### src/rtl/stream_checker_frame_accum.sv
// Per-word running sum and all-equal tracking; outputs reflect the frame including the word offered now.
module frame_accum #(
    parameter int DATA_W = 8
) (
    input  logic              clock,
    input  logic              clear,
    input  logic              wordValid,
    input  logic              frameStart,
    input  logic [DATA_W-1:0] dataIn,
    output logic              sumZero,
    output logic              allEqual
);

    logic [DATA_W-1:0] sumQ, sumD;
    logic [DATA_W-1:0] firstQ, firstD;
    logic              allEqQ, allEqD;

    // A frame's first word restarts both trackers, so nothing leaks from the previous frame.
    always_comb begin
        sumD   = (frameStart ? '0 : sumQ) + dataIn;
        firstD = frameStart ? dataIn : firstQ;
        allEqD = frameStart ? 1'b1 : (allEqQ && (dataIn == firstQ));
    end

    always_ff @(posedge clock) begin
        if (clear) begin
            sumQ   <= '0;
            firstQ <= '0;
            allEqQ <= 1'b0;
        end else if (wordValid) begin
            sumQ   <= sumD;
            firstQ <= firstD;
            allEqQ <= allEqD;
        end
    end

    assign sumZero  = (sumD == '0);
    assign allEqual = allEqD;

endmodule

### config.mk
export PLATFORM = sky130hd
export DESIGN_NAME = frame_accum
export DESIGN_NICKNAME = d
export VERILOG_FILES = /design/src/rtl/stream_checker_frame_accum.sv
export SDC_FILE = /design/constraint.sdc
export NUM_CORES = 1
export LEC_CHECK = 0
export CORE_ASPECT_RATIO = 1.75
export CORE_UTILIZATION = 47
export CTS_CLUSTER_DIAMETER = 120
export CTS_CLUSTER_SIZE = 12
export DETAILED_ROUTE_END_ITERATION = 7
export HOLD_SLACK_MARGIN = 0.08
export MAX_ROUTING_LAYER = met4
export PLACE_DENSITY = 0.79
export SLEW_MARGIN = 40
export SYNTH_ARGS = -nofsm -noshare
export SYNTH_HDL_FRONTEND = slang
export SYNTH_SLANG_ARGS = --single-unit
### constraint.sdc
create_clock -name clock -period 3.4 [get_ports clock]
set_input_delay 0.85 -clock clock [delete_from_list [all_inputs] [get_ports clock]]
set_output_delay 0.85 -clock clock [all_outputs]
set_load 0.05 [all_outputs]
==> results of run 1 <==
==> per-stage QoR <==
step                utilization  instance area (um2)
global placement         0.6753                 1431
finish                   0.7450                 1579
global route             0.7450                 1579
floorplan                     -                 1101
CTS                      0.7267                 1540
detailed placement       0.6753                 1431
==> cell families after synthesis <==
logic type               count (synthesis)
AND/OR/NAND/NOR                         48
AO/OA/AOI/OAI                           23
flip-flops                              17
XOR/XNOR                                15
buffers and inverters                    9
adder cells (fa/ha/maj)                  8
multiplexers                             6
==> power by group through the flow <==
stage,sequential [mW],clock [mW],combinational [mW]
3_3_place_gp,0.223,0,0.147
6_report,0.220,0.115,0.185
4_1_cts,0.220,0.116,0.170
2_1_floorplan,0.222,0,0.0851
5_1_grt,0.222,0.126,0.199
3_5_place_dp,0.224,0,0.154
==> cell usage after synthesis, types with 4 or more instances <==
master and count:
xor2_1 11, a21oi_1 15, nor2b_1 7, mux2i_1 6
nand2_1 12, dfxtp_1 17, nand2b_1 4, xnor2_1 4
nand3_1 9, ha_1 7, nor2_1 8
==> final cells by class <==
cell class | instances | area, um2 | area share
inverters | 3 | 11.26 | 0.007132
multi-input cells | 100 | 802.0 | 0.5079
well taps | 24 | 30.03 | 0.01902
clock buffers | 4 | 26.28 | 0.01664
repair buffers | 42 | 369.1 | 0.2338
flip-flops and latches | 17 | 340.3 | 0.2155
==> worst reg2reg max path, cell delays in order (launching register included) <==
cell	delay (ns)
dfxtp_1	0.33
nor2b_4	0.13
ha_4	0.16
fa_2	0.42
a21oi_2	0.19
o211ai_1	0.13
a21oi_1	0.16
xor2_1	0.19
buf_4	0.13
buf_4	0.09
buf_4	0.10
o22ai_1	0.05
==> flip-flops by register name (all words and copies together) (netlist names) <==
register,flops
sumQ,8
allEqQ,1
firstQ,8
==> how the worst min path moves through the flow <==
stage / slack (ns) / start / depth (start not counted) / end
3_3_place_gp: 0.45 / firstQ[1] / 2 / firstQ[1]
5_1_grt: 0.50 / firstQ[6] / 2 / firstQ[6]
3_5_place_dp: 0.46 / sumQ[5] / 2 / sumQ[5]
4_1_cts: 0.48 / sumQ[5] / 2 / sumQ[5]
2_1_floorplan: 0.45 / sumQ[5] / 2 / sumQ[5]
6_report: 0.48 / sumQ[5] / 2 / sumQ[5]
==> repair_timing <==
action                     CTS  global route
cloned                       0             0
resized for setup           31             5
setup buffers                1             2
pin swaps                    8             4
hold buffers                 0             0
setup endpoints to repair    1             1
==> per-layer routing <==
metal,global-route usage,up-vias,wire length (um)
li1,-,514,-
met1,0.2516,497,1087
met2,0.5233,20,1738
met3,0.05405,12,71
met4,0.1652,0,96
met5,-,-,0
==> results.toml, run 1 <==
[pwr]
irDropWorstVdd_uv = 251.3
power_frac_clock = 0.221
p_int_mw = 0.3587
leakage_nw = 0.6826
p_comb_frac = 0.356
swShare = 0.3110
p_per_area_nw_per_um2 = 329.7
seq_power_share = 0.423
p_sw_mw = 0.1619
totalPowerFinal_mw = 0.5206

[cts]
htree_levels = 1
clkLatencyLatePin_ns = 0.31
cts_tree = "built"
cts_buffers = 3
clockBufferDepth = 2
cts_sinks = 17
clk_pin_slew_ns = 0.10
cts-root-buf = "clkbuf_4"

[layout]
fin_cells = 190
area.growth.synth_to_final_pct = 47.60
layout_common_cells = "buf_4 (29), dfxtp_1 (17), a21oi_1 (12)"
layout_commonest_cell = "buf_4"
drive_above_1_share = 0.3494
fill_cells = 150
diodes = 0
nets = 187

[placed_design]
dp_cells = 183
gp_routability_congestion = 0.8208
pre_cts_ws_ns = -0.6114
dp.final_hpwl_um = 2036
io_buffers = 13

[yosys]
synth-seq-cells = 17
synth-simple-area-share = 0.2257
synthTopCellsByArea = "dfxtp_1 (32%), xor2_1 (9.0%), ha_1 (8.2%)"
ys_async_sr_fraction = 0
avgSynthCellArea_um2 = 8.490
synth_cells = 126
synth_top_area_frac = 0.3181
ys.warnings.count = 0
synth_compound_area_frac = 0.1427
synth_top_family_by_area = "simple AND/OR/NAND/NOR gates"
yosysSeqAreaShare = 0.3181
synth.distinct_cells = 30
synthMuxAreaShare = 0.05614
synth-xor-area-share = 0.1228
synthAdderAreaFrac = 0.1006
synth_area_um2 = 1070
ys.flop_type = "dfxtp_1"
synth_nets = 146
synth_edf_count = 0
yosysTopAreaCell = "dfxtp_1"

[setup_path]
r2r_cells = 11
rrSetupSlack_ns = 1.18
cp_top_family = "simple AND/OR/NAND/NOR gates"
regToRegEndpoint = "sumQ[6]"
worst-path-stages = 9
cp-endpoint = "sumZero"
cp.required_ns = 2.55
critPathMaxFanout = 4
critPathBufInv = 2
crit_type = "input pin to output port"
crit_slowest_cell = "fa_2"
startpoint = "frameStart"
r2r_start = "sumQ[0]"
path_cells = "buf_8 -> nor2b_4 -> ha_4 -> fa_2 -> xor2_2 -> or3_4 -> nor3_2 -> and4_4 -> buf_12"
max_stage_delay_ns = 0.42
cp-start-kind = "input pin"
worst_ep_arrival_time_ns = 2.64
cp-end-kind = "output port"

[floorplan]
core_um2 = 2120
row_count = 22
start_util = 0.5047
die_h_um = 65.11
die_w_um = 38.07
ios = 14
dieArea_um2 = 2478

[sta]
setup_viol = 1
slew_headroom = 0.5306
setup_ws_ns = -0.08971
hold_slack_ns = 0.4753
period_needed_ns = 3.490
rsz0062_at_grt = "yes"
final.period_utilization = 1.026
slew_viol_final = 0
hold_viol_final = 0
setup_tns_ns = -0.08971
fmax_mhz = 286.6
skew_ns = 0.003925
tightest_slew_ns = 0.7019

[grt]
overflow = 0
grt_max_degree = 19
grt_util_all_layers = 0.2862
grt_pass1_wl_um = 4712
grt_antenna_before_repair = 0
grt_pass1_vias = 1103

[run_status]
violations = "setup timing"
status = "finished with violations"

[detailed_routing]
drtIter0Drc = 36
first_pass_iters = 4
routed_via_density = 5.489
via_count = 1043
routedWlPerCell_um = 15.76
remaining_drc_errors = 0
routed_wirelength_um = 2994
ant_nets = 0

[flow_run]
maxCapViolCount = 0

[min_path]
hp-class = "flop to flop"
(Power assumes the default switching activity.)
==> run 2: changes to the inputs <==
CTS_BUF_LIST = sky130_fd_sc_hd__clkbuf_2 sky130_fd_sc_hd__clkbuf_4 sky130_fd_sc_hd__clkbuf_8   (was not set)
==> results.toml, run 2 (same netlist as run 1, synthesis figures left out) <==
[setup_path]
crit_type = "input pin to output port"
max_stage_delay_ns = 0.37
crit_slowest_cell = "or3_4"
path_cells = "buf_8 -> buf_4 -> nor2b_2 -> ha_4 -> xor2_2 -> or3_4 -> nor3_2 -> and4_4 -> buf_12"
worst_ep_arrival_time_ns = 2.63
critPathMaxFanout = 5
cp-end-kind = "output port"
critPathBufInv = 3
cp-start-kind = "input pin"
cp_top_family = "simple AND/OR/NAND/NOR gates"
cp.required_ns = 2.55

[sta]
final.period_utilization = 1.022
skew_ns = 0.003681
tightest_slew_ns = 0.7111
rsz0062_at_grt = "yes"
hold_viol_final = 0
setup_ws_ns = -0.07519
hold_slack_ns = 0.4768
setup_viol = 1
fmax_mhz = 287.8
slew_headroom = 0.5245
setup_tns_ns = -0.07519
period_needed_ns = 3.475
slew_viol_final = 0

[detailed_routing]
first_pass_iters = 4
routed_via_density = 5.558
ant_nets = 0
via_count = 1056
routedWlPerCell_um = 15.46
drtIter0Drc = 29
routed_wirelength_um = 2938
remaining_drc_errors = 0

[min_path]
hp-class = "flop to flop"

[placed_design]
dp_cells = 183
gp_routability_congestion = 0.8208
dp.final_hpwl_um = 2036
io_buffers = 13
pre_cts_ws_ns = -0.6114

[grt]
grt_util_all_layers = 0.2864
grt_pass1_wl_um = 4733
grt_max_degree = 19
overflow = 0
grt_antenna_before_repair = 0
grt_pass1_vias = 1108

[layout]
area.growth.synth_to_final_pct = 47.95
fill_cells = 153
drive_above_1_share = 0.3554
diodes = 0
top_regs = "firstQ x8, sumQ x8, allEqQ x1"
nets = 187
layout_commonest_cell = "buf_4"
fin_cells = 190
utilization = 0.7468
layout_common_cells = "buf_4 (29), dfxtp_1 (17), a21oi_1 (12)"

[floorplan]
start_util = 0.5047
die_w_um = 38.07
die_h_um = 65.11
dieArea_um2 = 2478
row_count = 22
core_um2 = 2120
ios = 14

[cts]
clockBufferDepth = 2
ctsHoldBuffers = 0
clk_pin_slew_ns = 0.10
cts_tree = "built"
clkLatencyLatePin_ns = 0.31
htree_levels = 1
cts-root-buf = "clkbuf_4"
cts_buffers = 3
cts_sinks = 17

[run_status]
status = "finished with violations"
violations = "setup timing"

[pwr]
p_per_area_nw_per_um2 = 333.1
irDropWorstVdd_uv = 253.3
leakage_nw = 0.6845

[flow_run]
maxCapViolCount = 0
==> run 2: cell counts in the layout (fill, tap and decap cells not counted) <==
Identical to the previous run, type by type.
==> run 2: worst reg2reg max path, stage by stage (launching register included) <==
cell and delay, ns:
dfxtp_1 0.33, nor2b_4 0.13, ha_4 0.15, fa_2 0.37, a21oi_2 0.18, o211ai_1 0.12, a21oi_1 0.16, xor2_1 0.19
buf_4 0.13, buf_4 0.09, buf_4 0.10, o22ai_1 0.05
==> run 2: final timing paths <==
path	from	end	slack, ns	cells after the start
max reg2reg	sumQ[0]	sumQ[6]	1.26	11
min	sumQ[5]	sumQ[5]	0.48	2
min reg2reg	sumQ[5]	sumQ[5]	0.48	2
max	frameStart	sumZero	-0.08	9
==> run 2: layer usage <==
layer	vias up	wire length, um	GRT usage
met1	506	1070	0.2565
met5	-	0	-
met3	10	73	0.05405
li1	516	-	-
met2	24	1699	0.5148
met4	0	95	0.1741
==> run 2: final cells by class <==
type / count / area [um2] / area share
well taps: 24 / 30.03 / 0.01897
inverters: 3 / 11.26 / 0.007115
multi-input cells: 100 / 802.0 / 0.5067
clock buffers: 4 / 30.03 / 0.01897
repair buffers: 42 / 369.1 / 0.2332
flip-flops and latches: 17 / 340.3 / 0.2150
==> run 2: metrics by stage <==
stage / total power, mW / cell area [um2]
finish: 0.5272 / 1583
global route: 0.5543 / 1583
CTS: 0.5159 / 1546
detailed placement: 0.3786 / 1431
global placement: 0.3707 / 1431
floorplan: 0.3076 / 1101
==> run 2: power by group <==
group / switching, mW / total, mW / internal, mW
Clock: 0.0687 / 0.123 / 0.0539
Combinational: 0.0841 / 0.184 / 0.100
Sequential: 0.00765 / 0.220 / 0.213
Total: 0.160 / 0.527 / 0.367
==> run 2: timing repair <==
| action | CTS | global route |
|---|---|---|
| gates cloned | 0 | 0 |
| buffers inserted | 1 | 2 |
| resized for setup | 32 | 4 |
| setup endpoints to repair | 1 | 1 |
| pin swaps | 8 | 4 |
